<file path="src/rtl/cache_pkg.sv">
// rtl/cache_pkg.sv - shared types and geometry for the cache fill controllers
// Purpose: fill FSM state encoding and the default block geometry
//          (16-byte blocks of 8 x 16-bit words).
// Ports:   none (package).
package cache_pkg;

   typedef enum logic {
      FILL_IDLE = 1'b0,
      FILL_BUSY = 1'b1
   } fill_state_e;

   localparam int BLOCK_WORDS = 8;
   localparam int OFFSET_W    = $clog2(BLOCK_WORDS);
   localparam int BYTE_OFF_W  = OFFSET_W + 1;

endpackage

</file>
<file path="src/rtl/fill_counter.sv">
// rtl/fill_counter.sv - modulo-WORDS word counter with clear and terminal count
// Purpose: counts words issued or received during a block fill.
// Ports:
//   clk, rst   clock, asynchronous active-high reset
//   clr_i      synchronous clear (wins over inc_i)
//   inc_i      advance by one, wrapping modulo WORDS
//   cnt_o      current count
//   tc_o       count is WORDS-1 (next increment wraps)
module fill_counter
   import cache_pkg::*;
#(
   parameter int WORDS = BLOCK_WORDS,
   parameter int CW    = $clog2(WORDS)
) (
   input  logic          clk,
   input  logic          rst,
   input  logic          clr_i,
   input  logic          inc_i,
   output logic [CW-1:0] cnt_o,
   output logic          tc_o
);

   logic [CW-1:0] cnt_q;
   logic [CW-1:0] cnt_d;

   always_comb begin
      cnt_d = cnt_q;
      if (clr_i) begin
         cnt_d = '0;
      end else if (inc_i) begin
         cnt_d = cnt_q + 1'b1;
      end
   end

   always_ff @(posedge clk or posedge rst) begin
      if (rst) begin
         cnt_q <= '0;
      end else begin
         cnt_q <= cnt_d;
      end
   end

   assign cnt_o = cnt_q;
   assign tc_o  = (cnt_q == CW'(WORDS - 1));

endmodule

</file>
<file path="src/rtl/dcache_fill_fsm.sv">
// rtl/dcache_fill_fsm.sv - cache-miss block fill controller
// Purpose: on a miss, stalls the pipeline, streams one block from main
//          memory, writes each word into the data array and finally the tag.
// Optional feature: DCACHE_CRITICAL_WORD_FIRST_EN starts the fill at the
//          missed word and wraps; undefined, fills always run from offset 0.
// Ports:
//   clk, rst                       clock, asynchronous active-high reset
//   miss_detected, miss_address    cache lookup miss and its byte address
//   memory_data_valid, memory_data word returned by main memory (in order)
//   fsm_busy                       pipeline stall request
//   mem_read_en, memory_address    read request to main memory
//   write_data_array, data_word_idx, fill_data   data array word write
//   write_tag_array                tag write / valid set, with the last word
module dcache_fill_fsm #(
   parameter int ADDR_W      = 16,
   parameter int BLOCK_WORDS = 8
) (
   input  logic                           clk,
   input  logic                           rst,
   input  logic                           miss_detected,
   input  logic [ADDR_W-1:0]              miss_address,
   input  logic                           memory_data_valid,
   input  logic [15:0]                    memory_data,
   output logic                           fsm_busy,
   output logic                           mem_read_en,
   output logic [ADDR_W-1:0]              memory_address,
   output logic                           write_data_array,
   output logic [$clog2(BLOCK_WORDS)-1:0] data_word_idx,
   output logic [15:0]                    fill_data,
   output logic                           write_tag_array
);
   import cache_pkg::*;

   localparam int OFF_W  = $clog2(BLOCK_WORDS);
   localparam int BYTE_W = OFF_W + 1;
   localparam logic [ADDR_W-1:0] OFF_MASK = ADDR_W'((1 << BYTE_W) - 1);

   fill_state_e       state_q, state_d;
   logic [ADDR_W-1:0] base_q, base_d;
   logic              issue_done_q, issue_done_d;
   logic              wr_q, wr_d;
   logic [15:0]       fill_q, fill_d;

   logic              start_fill;
   logic              issue_inc;
   logic              accept;
   logic [OFF_W-1:0]  start_w;
   logic [OFF_W-1:0]  issue_cnt, recv_cnt;
   logic              issue_tc, recv_tc;
   logic [OFF_W-1:0]  req_off;

`ifdef DCACHE_CRITICAL_WORD_FIRST_EN
   logic [OFF_W-1:0]  start_q;

   always_ff @(posedge clk or posedge rst) begin
      if (rst) begin
         start_q <= '0;
      end else if (start_fill) begin
         start_q <= miss_address[OFF_W:1];
      end
   end

   assign start_w = start_q;
`else
   assign start_w = '0;
`endif

   assign base_d  = miss_address & ~OFF_MASK;
   assign req_off = start_w + issue_cnt;

   always_comb begin
      state_d          = state_q;
      start_fill       = 1'b0;
      issue_inc        = 1'b0;
      accept           = 1'b0;
      mem_read_en      = 1'b0;
      memory_address   = '0;
      write_tag_array  = 1'b0;
      fsm_busy         = miss_detected;
      case (state_q)
         FILL_IDLE: begin
            if (miss_detected) begin
               state_d    = FILL_BUSY;
               start_fill = 1'b1;
            end
         end
         FILL_BUSY: begin
            fsm_busy        = 1'b1;
            issue_inc       = !issue_done_q;
            mem_read_en     = issue_inc;
            // Offset field of base is zero, so OR-ing the word offset in is the add.
            memory_address  = issue_inc ? (base_q | ADDR_W'({req_off, 1'b0})) : '0;
            write_tag_array = wr_q && recv_tc;
            // A word arriving alongside the final write would be a ninth word.
            accept          = !write_tag_array;
            if (write_tag_array) begin
               state_d = FILL_IDLE;
            end
         end
         default: state_d = FILL_IDLE;
      endcase
   end

   assign issue_done_d = start_fill ? 1'b0 : (issue_done_q | (issue_inc & issue_tc));
   assign wr_d         = accept & memory_data_valid;
   assign fill_d       = (accept & memory_data_valid) ? memory_data : fill_q;

   always_ff @(posedge clk or posedge rst) begin
      if (rst) begin
         state_q      <= FILL_IDLE;
         base_q       <= '0;
         issue_done_q <= 1'b0;
         wr_q         <= 1'b0;
         fill_q       <= '0;
      end else begin
         state_q      <= state_d;
         base_q       <= start_fill ? base_d : base_q;
         issue_done_q <= issue_done_d;
         wr_q         <= wr_d;
         fill_q       <= fill_d;
      end
   end

   fill_counter #(.WORDS(BLOCK_WORDS), .CW(OFF_W)) u_issue_cnt (
      .clk   (clk),
      .rst   (rst),
      .clr_i (start_fill),
      .inc_i (issue_inc),
      .cnt_o (issue_cnt),
      .tc_o  (issue_tc)
   );

   fill_counter #(.WORDS(BLOCK_WORDS), .CW(OFF_W)) u_recv_cnt (
      .clk   (clk),
      .rst   (rst),
      .clr_i (start_fill),
      .inc_i (wr_q),
      .cnt_o (recv_cnt),
      .tc_o  (recv_tc)
   );

   assign write_data_array = wr_q;
   assign data_word_idx    = start_w + recv_cnt;
   assign fill_data        = fill_q;

endmodule

</file>
<file path="config.mk">
export PLATFORM = sky130hd
export DESIGN_NAME = dcache_fill_fsm
export DESIGN_NICKNAME = d
export VERILOG_FILES = /design/src/rtl/cache_pkg.sv /design/src/rtl/fill_counter.sv /design/src/rtl/dcache_fill_fsm.sv
export SDC_FILE = /design/constraint.sdc
export NUM_CORES = 1
export LEC_CHECK = 0
export CAP_MARGIN = 20
export CORE_MARGIN = 3
export CORE_UTILIZATION = 41
export CTS_CLUSTER_DIAMETER = 40
export DETAILED_ROUTE_END_ITERATION = 12
export PLACE_DENSITY = 0.8
export SLEW_MARGIN = 20
export SYNTH_ARGS = -nofsm -noshare
export SYNTH_HDL_FRONTEND = slang
export SYNTH_SLANG_ARGS = --single-unit
</file>
<file path="constraint.sdc">
create_clock -name clk -period 2.3 [get_ports clk]
set_input_delay 0.23 -clock clk [delete_from_list [all_inputs] [get_ports clk]]
set_output_delay 0.23 -clock clk [all_outputs]
set_load 0.03 [all_outputs]
</file>
Word level (Yosys, flattened, before mapping)
Cells that the tools add are included.
- register bits after elaboration: 37
- bits of input ports: 36
- output and inout port bits: 39
- add/sub/neg operators: 2
- equality and inequality tests: 2
- mux-type cells: 15
- bitwise operators: 5
- reduce and logical (&&, ||, !) cells: 5
- operators by type and width (operator ; number):
    $mux 16 ; 2
    $or 16x4->16 ; 1
    $mux 3 ; 4
    $mux 1 ; 8
    $add 3x1->3 const B ; 2
    $eq 3x3->1 const B ; 2
    $reduce_bool 2->1 ; 2
    $and 1x1->1 ; 2
    $logic_not 1->1 ; 2
    $pmux 1 s2 ; 1
    $logic_and 1x1->1 ; 1
    $not 1->1 ; 1
    $or 1x1->1 ; 1

Depth between registers and ports, before layout
- depth in word-level cells: 5
- mapped depth: 5
- gate-level depth less buffers: 4

Cells and area by module
A second synthesis with hierarchy kept.
- cells, all modules: 115
- area total of the unflattened synthesis: 1626.6 µm²
- modules (own cells, without submodules) (module ; times used ; cells an instance ; area each (µm²) ; seq. area each (µm²)):
    dcache_fill_fsm ; 1 ; 91 ; 1338.8 ; 775.7
    fill_counter ; 2 ; 12 ; 143.9 ; 75.1

Least setup slack after synthesis
Ideal clock, no wire load.
- path type: reg2reg
- start point: register u_recv_cnt.cnt_q[0], in the netlist u_recv_cnt.cnt_o[0]
- end point: register fill_q[0], in the netlist fill_data[0]
- library setup time: 0.125 ns
- data arrival time: 1.670 ns
- data required time: 2.175 ns
- path slack: 0.505 ns
- cell stages (with the launch flop): 6
- path buffers: 1
- period minus slack after synthesis: 1.795 ns
- path through: dfrtp_1 -> ha_1 -> ha_1 -> a21oi_4 -> buf_12 -> mux2_4
- longest elaborated chain between the ends: 5
- RTL lines (what ; RTL line ; RTL):
    start: declaration ; fill_counter.sv:23 ; logic [CW-1:0] cnt_q;
    start signal: assignment ; fill_counter.sv:39 ; cnt_q <= cnt_d;
    $eq 3x3->1 ; fill_counter.sv:44 ; assign tc_o = (cnt_q == CW'(WORDS - 1));
    $logic_and 1x1->1 ; dcache_fill_fsm.sv:93 ; write_tag_array = wr_q && recv_tc;
    $logic_not 1->1 ; dcache_fill_fsm.sv:95 ; accept = !write_tag_array;
    $mux 1 ; dcache_fill_fsm.sv:80 ; case (state_q)
    $and 1x1->1 ; -- ;
    via wr_d ; dcache_fill_fsm.sv:41 ; logic wr_q, wr_d;
    end signal: assignment ; dcache_fill_fsm.sv:120 ; fill_q <= fill_d;
    end: declaration ; dcache_fill_fsm.sv:42 ; logic [15:0] fill_q, fill_d;
The timed path passes the listed nets, and every way through them passes these cells.
A chain may end at the register's enable or synchronous reset.

Worst setup path after layout
- start point: register state_q
- end point: output port memory_address[14]
- longest elaborated chain between the ends: 1
- RTL lines (what ; RTL line ; RTL):
    start: declaration ; dcache_fill_fsm.sv:38 ; fill_state_e state_q, state_d;
    start signal: assignment ; dcache_fill_fsm.sv:116 ; state_q <= state_d;
    $mux 16 ; dcache_fill_fsm.sv:80 ;
    end: declaration ; dcache_fill_fsm.sv:26 ; output logic [ADDR_W-1:0] memory_address,
No other way between the ends.

==> impl_metrics.json <==
{
  "core_mm2": 0.00374,
  "finalSetupViolCount": 0,
  "power.internal_mw": 1.96,
  "busiest_layer": "met2",
  "grt_util_all_layers_pct": 15.2,
  "die-height_um": 69.0,
  "p_seq_share_pct": 35.5,
  "grt_pass1_vias": 1166,
  "grt_util_met2_pct": 26.3,
  "rsz0062_at_grt": "no",
  "yosysSeqAreaShare_pct": 56.9,
  "synth_cell_types": 22,
  "hold_class": "input pin to async pin",
  "syn_area_mm2": 0.00163,
  "synth-warning-count": 0,
  "synth-main-ff-cell": "dfrtp_1",
  "hold_buffers": 0,
  "cts_tree": "yes",
  "critPathMaxStageDelay_ns": 0.67,
  "grt_max_degree": 38,
  "wl_per_cell_um": 14.3,
  "postSynth.asyncResetShare_pct": 100,
  "synth_top_area_share_pct": 56.9,
  "multi_input_area_um2": 632,
  "worstSetupEndpointType": "output port",
  "peakVddDrop_mv": 0.698,
  "crit_chain": "nor2b_1 > buf_4 > and2_1 > clkdlybuf4s50_1",
  "synth.avg_cell_area_um2": 14.0,
  "routed_via_density": 4.67,
  "report.final.slew_viol_count": 0,
  "grt.met3_usage_pct": 5.98,
  "cts_max_path_buffers": 2,
  "leakage_nw": 1.08,
  "crit_family": "buffers and inverters",
  "combinationalPowerShare_pct": 45.5,
  "drv_cap": 0,
  "setup_slack_ns": 0.0997,
  "grt_pass1_wl_um": 5610,
  "ctsHtreeMaxLevel": 2,
  "yosys.area.top_type": "dfrtp_1",
  "cts_buffers": 5,
  "place_ws_ns": 0.421,
  "io_pins": 75,
  "yosys_register_bits": 37,
  "rows": 22,
  "yosys.cell_count.top_type": "dfrtp_1",
  "vias": 1111,
  "arrival_ns": 1.97,
  "dpl_cell_area_mm2": 0.00235,
  "crit_type": "flip-flop to output port",
  "period_minus_slack_ns": 2.20,
  "synthTopCellsByArea": "dfrtp_1 57%, mux2_2 13%, mux2_4 8.3%, and2_1 5.8%, ha_1 3.1%",
  "die_area_mm2": 0.00476,
  "powerDensity_mw_per_mm2": 1240,
  "cts.sink_count": 37,
  "synth_edf_count": 0,
  "finalWeightedCongestion": 0.745,
  "hold_violations": 0,
  "required_ns": 2.07,
  "period_share_pct": 95.7,
  "antenna_found_initial": 0,
  "area_growth_pct": 51.7,
  "cts_setup_buffers": 0,
  "pwr-share-clk_pct": 19.0,
  "clock-root-buffer": "clkbuf_8",
  "die_w_um": 69.0,
  "p_sw_mw": 1.10,
  "nets": 229,
  "dp_hpwl_um": 2570,
  "grt_remaining_overflow": 0,
  "crit_path_start_kind": "flip-flop",
  "layout-drive-gt1-share_pct": 22.1,
  "worstSkewPairLatency_ns": 0.29,
  "synthesis.nets": 156,
  "synthTopCellsByCount": "37 x dfrtp_1, 19 x mux2_2, 15 x and2_1, 9 x mux2_4, 6 x nor2_1",
  "setup_tns_ns": 0,
  "first_pass_iters": 4,
  "fin_skew_ns": 0.00310,
  "use_met1_pct": 16.5,
  "postSynthCellCount": 116,
  "ant_nets": 0,
  "fin_area_mm2": 0.00247,
  "drtIter0Drc": 47,
  "cts_resized": 0,
  "run_status": "complete, no violations",
  "cpMaxStageDelayCell": "clkdlybuf4s50_1",
  "antenna_cells": 0,
  "critPathMaxFanout": 19,
  "sw_frac_of_total_pct": 35.9,
  "clk_pin_slew_ns": 0.07,
  "io_buffer_count": 69,
  "crit_buf_inv": 2,
  "regArea_um2": 926,
  "max_freq_mhz": 454,
  "fillCellCount": 285,
  "start_util_pct": 43.5,
  "drc_errors": 0,
  "routed_wl_um": 3420
}
-- final timing paths --
kind | start | slack [ns] | cells past startpoint | end
worst max-delay path | state_q | 0.1 | 4 | memory_address[14]
worst min-delay path | rst | 0.35 | 3 | fill_data[5]
worst max register to register | u_recv_cnt.cnt_o[0] | 0.55 | 5 | fill_data[13]
worst min register to register | base_q[11] | 0.50 | 1 | base_q[11]
max in group asynchronous | rst | 1.62 | 3 | base_q[11]
min in group clk | base_q[11] | 0.50 | 1 | base_q[11]
-- placed cells by master, fill, tap and decap left out --
cell	instances
clkdlybuf4s50_1	69
dfrtp_1	37
mux2_2	19
and2_1	15
mux2_4	9
nor2_1	6
clkbuf_8	6
ha_1	4
buf_4	4
inv_1	3
o21ai_0	3
nor2b_1	2
a22o_1	2
mux2i_1	2
nand2_1	1
a31oi_1	1
nand2_2	1
a21oi_4	1
and3_1	1
xnor2_1	1
conb_1	1
clkinvlp_4	1
bufinv_16	1
-- metrics by stage --
stage / instances / power, mW / utilization [%] / hold WS [ns]
final: 238 / 3.06 / 66.0 / 0.349
after global routing: 238 / 3.23 / 66.0 / 0.440
after CTS: 238 / 3.11 / 66.0 / 0.356
after detailed placement: 230 / 2.51 / 62.8 / 0.487
after global placement: 230 / 2.43 / 62.8 / 0.481
after floorplan: 116 / 1.96 / - / 0.326
-- cell type report --
| type | instances | share of cell area (%) |
|---|---|---|
| timing repair buffer | 73 | 29.2 |
| tap | 48 | 2.43 |
| sequential | 37 | 37.5 |
| multi-input combinational | 69 | 25.6 |
| clock inverter | 2 | 1.52 |
| clock buffer | 6 | 3.34 |
| inverter | 3 | 0.456 |
-- cell families (layout without fill, tap and decap cells) --
family	count (synthesis)	in the layout	share of synthesized area, %
buffers and inverters	10	84	4.30
AO/OA/AOI/OAI	7	7	3.38
multiplexers	30	30	22.7
AND/OR/NAND/NOR	26	26	8.92
XOR/XNOR	1	1	0.538
flip-flops	37	37	56.9
adder cells (fa/ha/maj)	4	4	3.07
other	1	1	0.230
-- power groups by stage --
stage               clock network, mW  logic, mW  registers (mW)
finish                          0.581       1.39            1.09
global route                    0.633       1.47            1.13
detailed placement                  0       1.41            1.10
floorplan                           0      0.654            1.30
global placement                    0       1.35            1.08
CTS                             0.605       1.41            1.09
-- worst min-delay path, cell delays in order --
cell             delay, ns
clkdlybuf4s50_1       0.39
inv_1                 0.06
buf_4                 0.40
-- flip-flops by register name, indices dropped and copies added (netlist names) --
name	count
fill_data	16
issue_done_q	1
write_data_array	1
base_q	12
u_issue_cnt.cnt_o	3
state_q	1
u_recv_cnt.cnt_o	3
-- per-layer routing --
metal	up-vias	share of wire, %
met5	-	0
met4	0	1.3
met3	5	8.5
met2	55	50
met1	519	40
li1	532	-
Note: power is estimated with default switching activity, not from simulation.
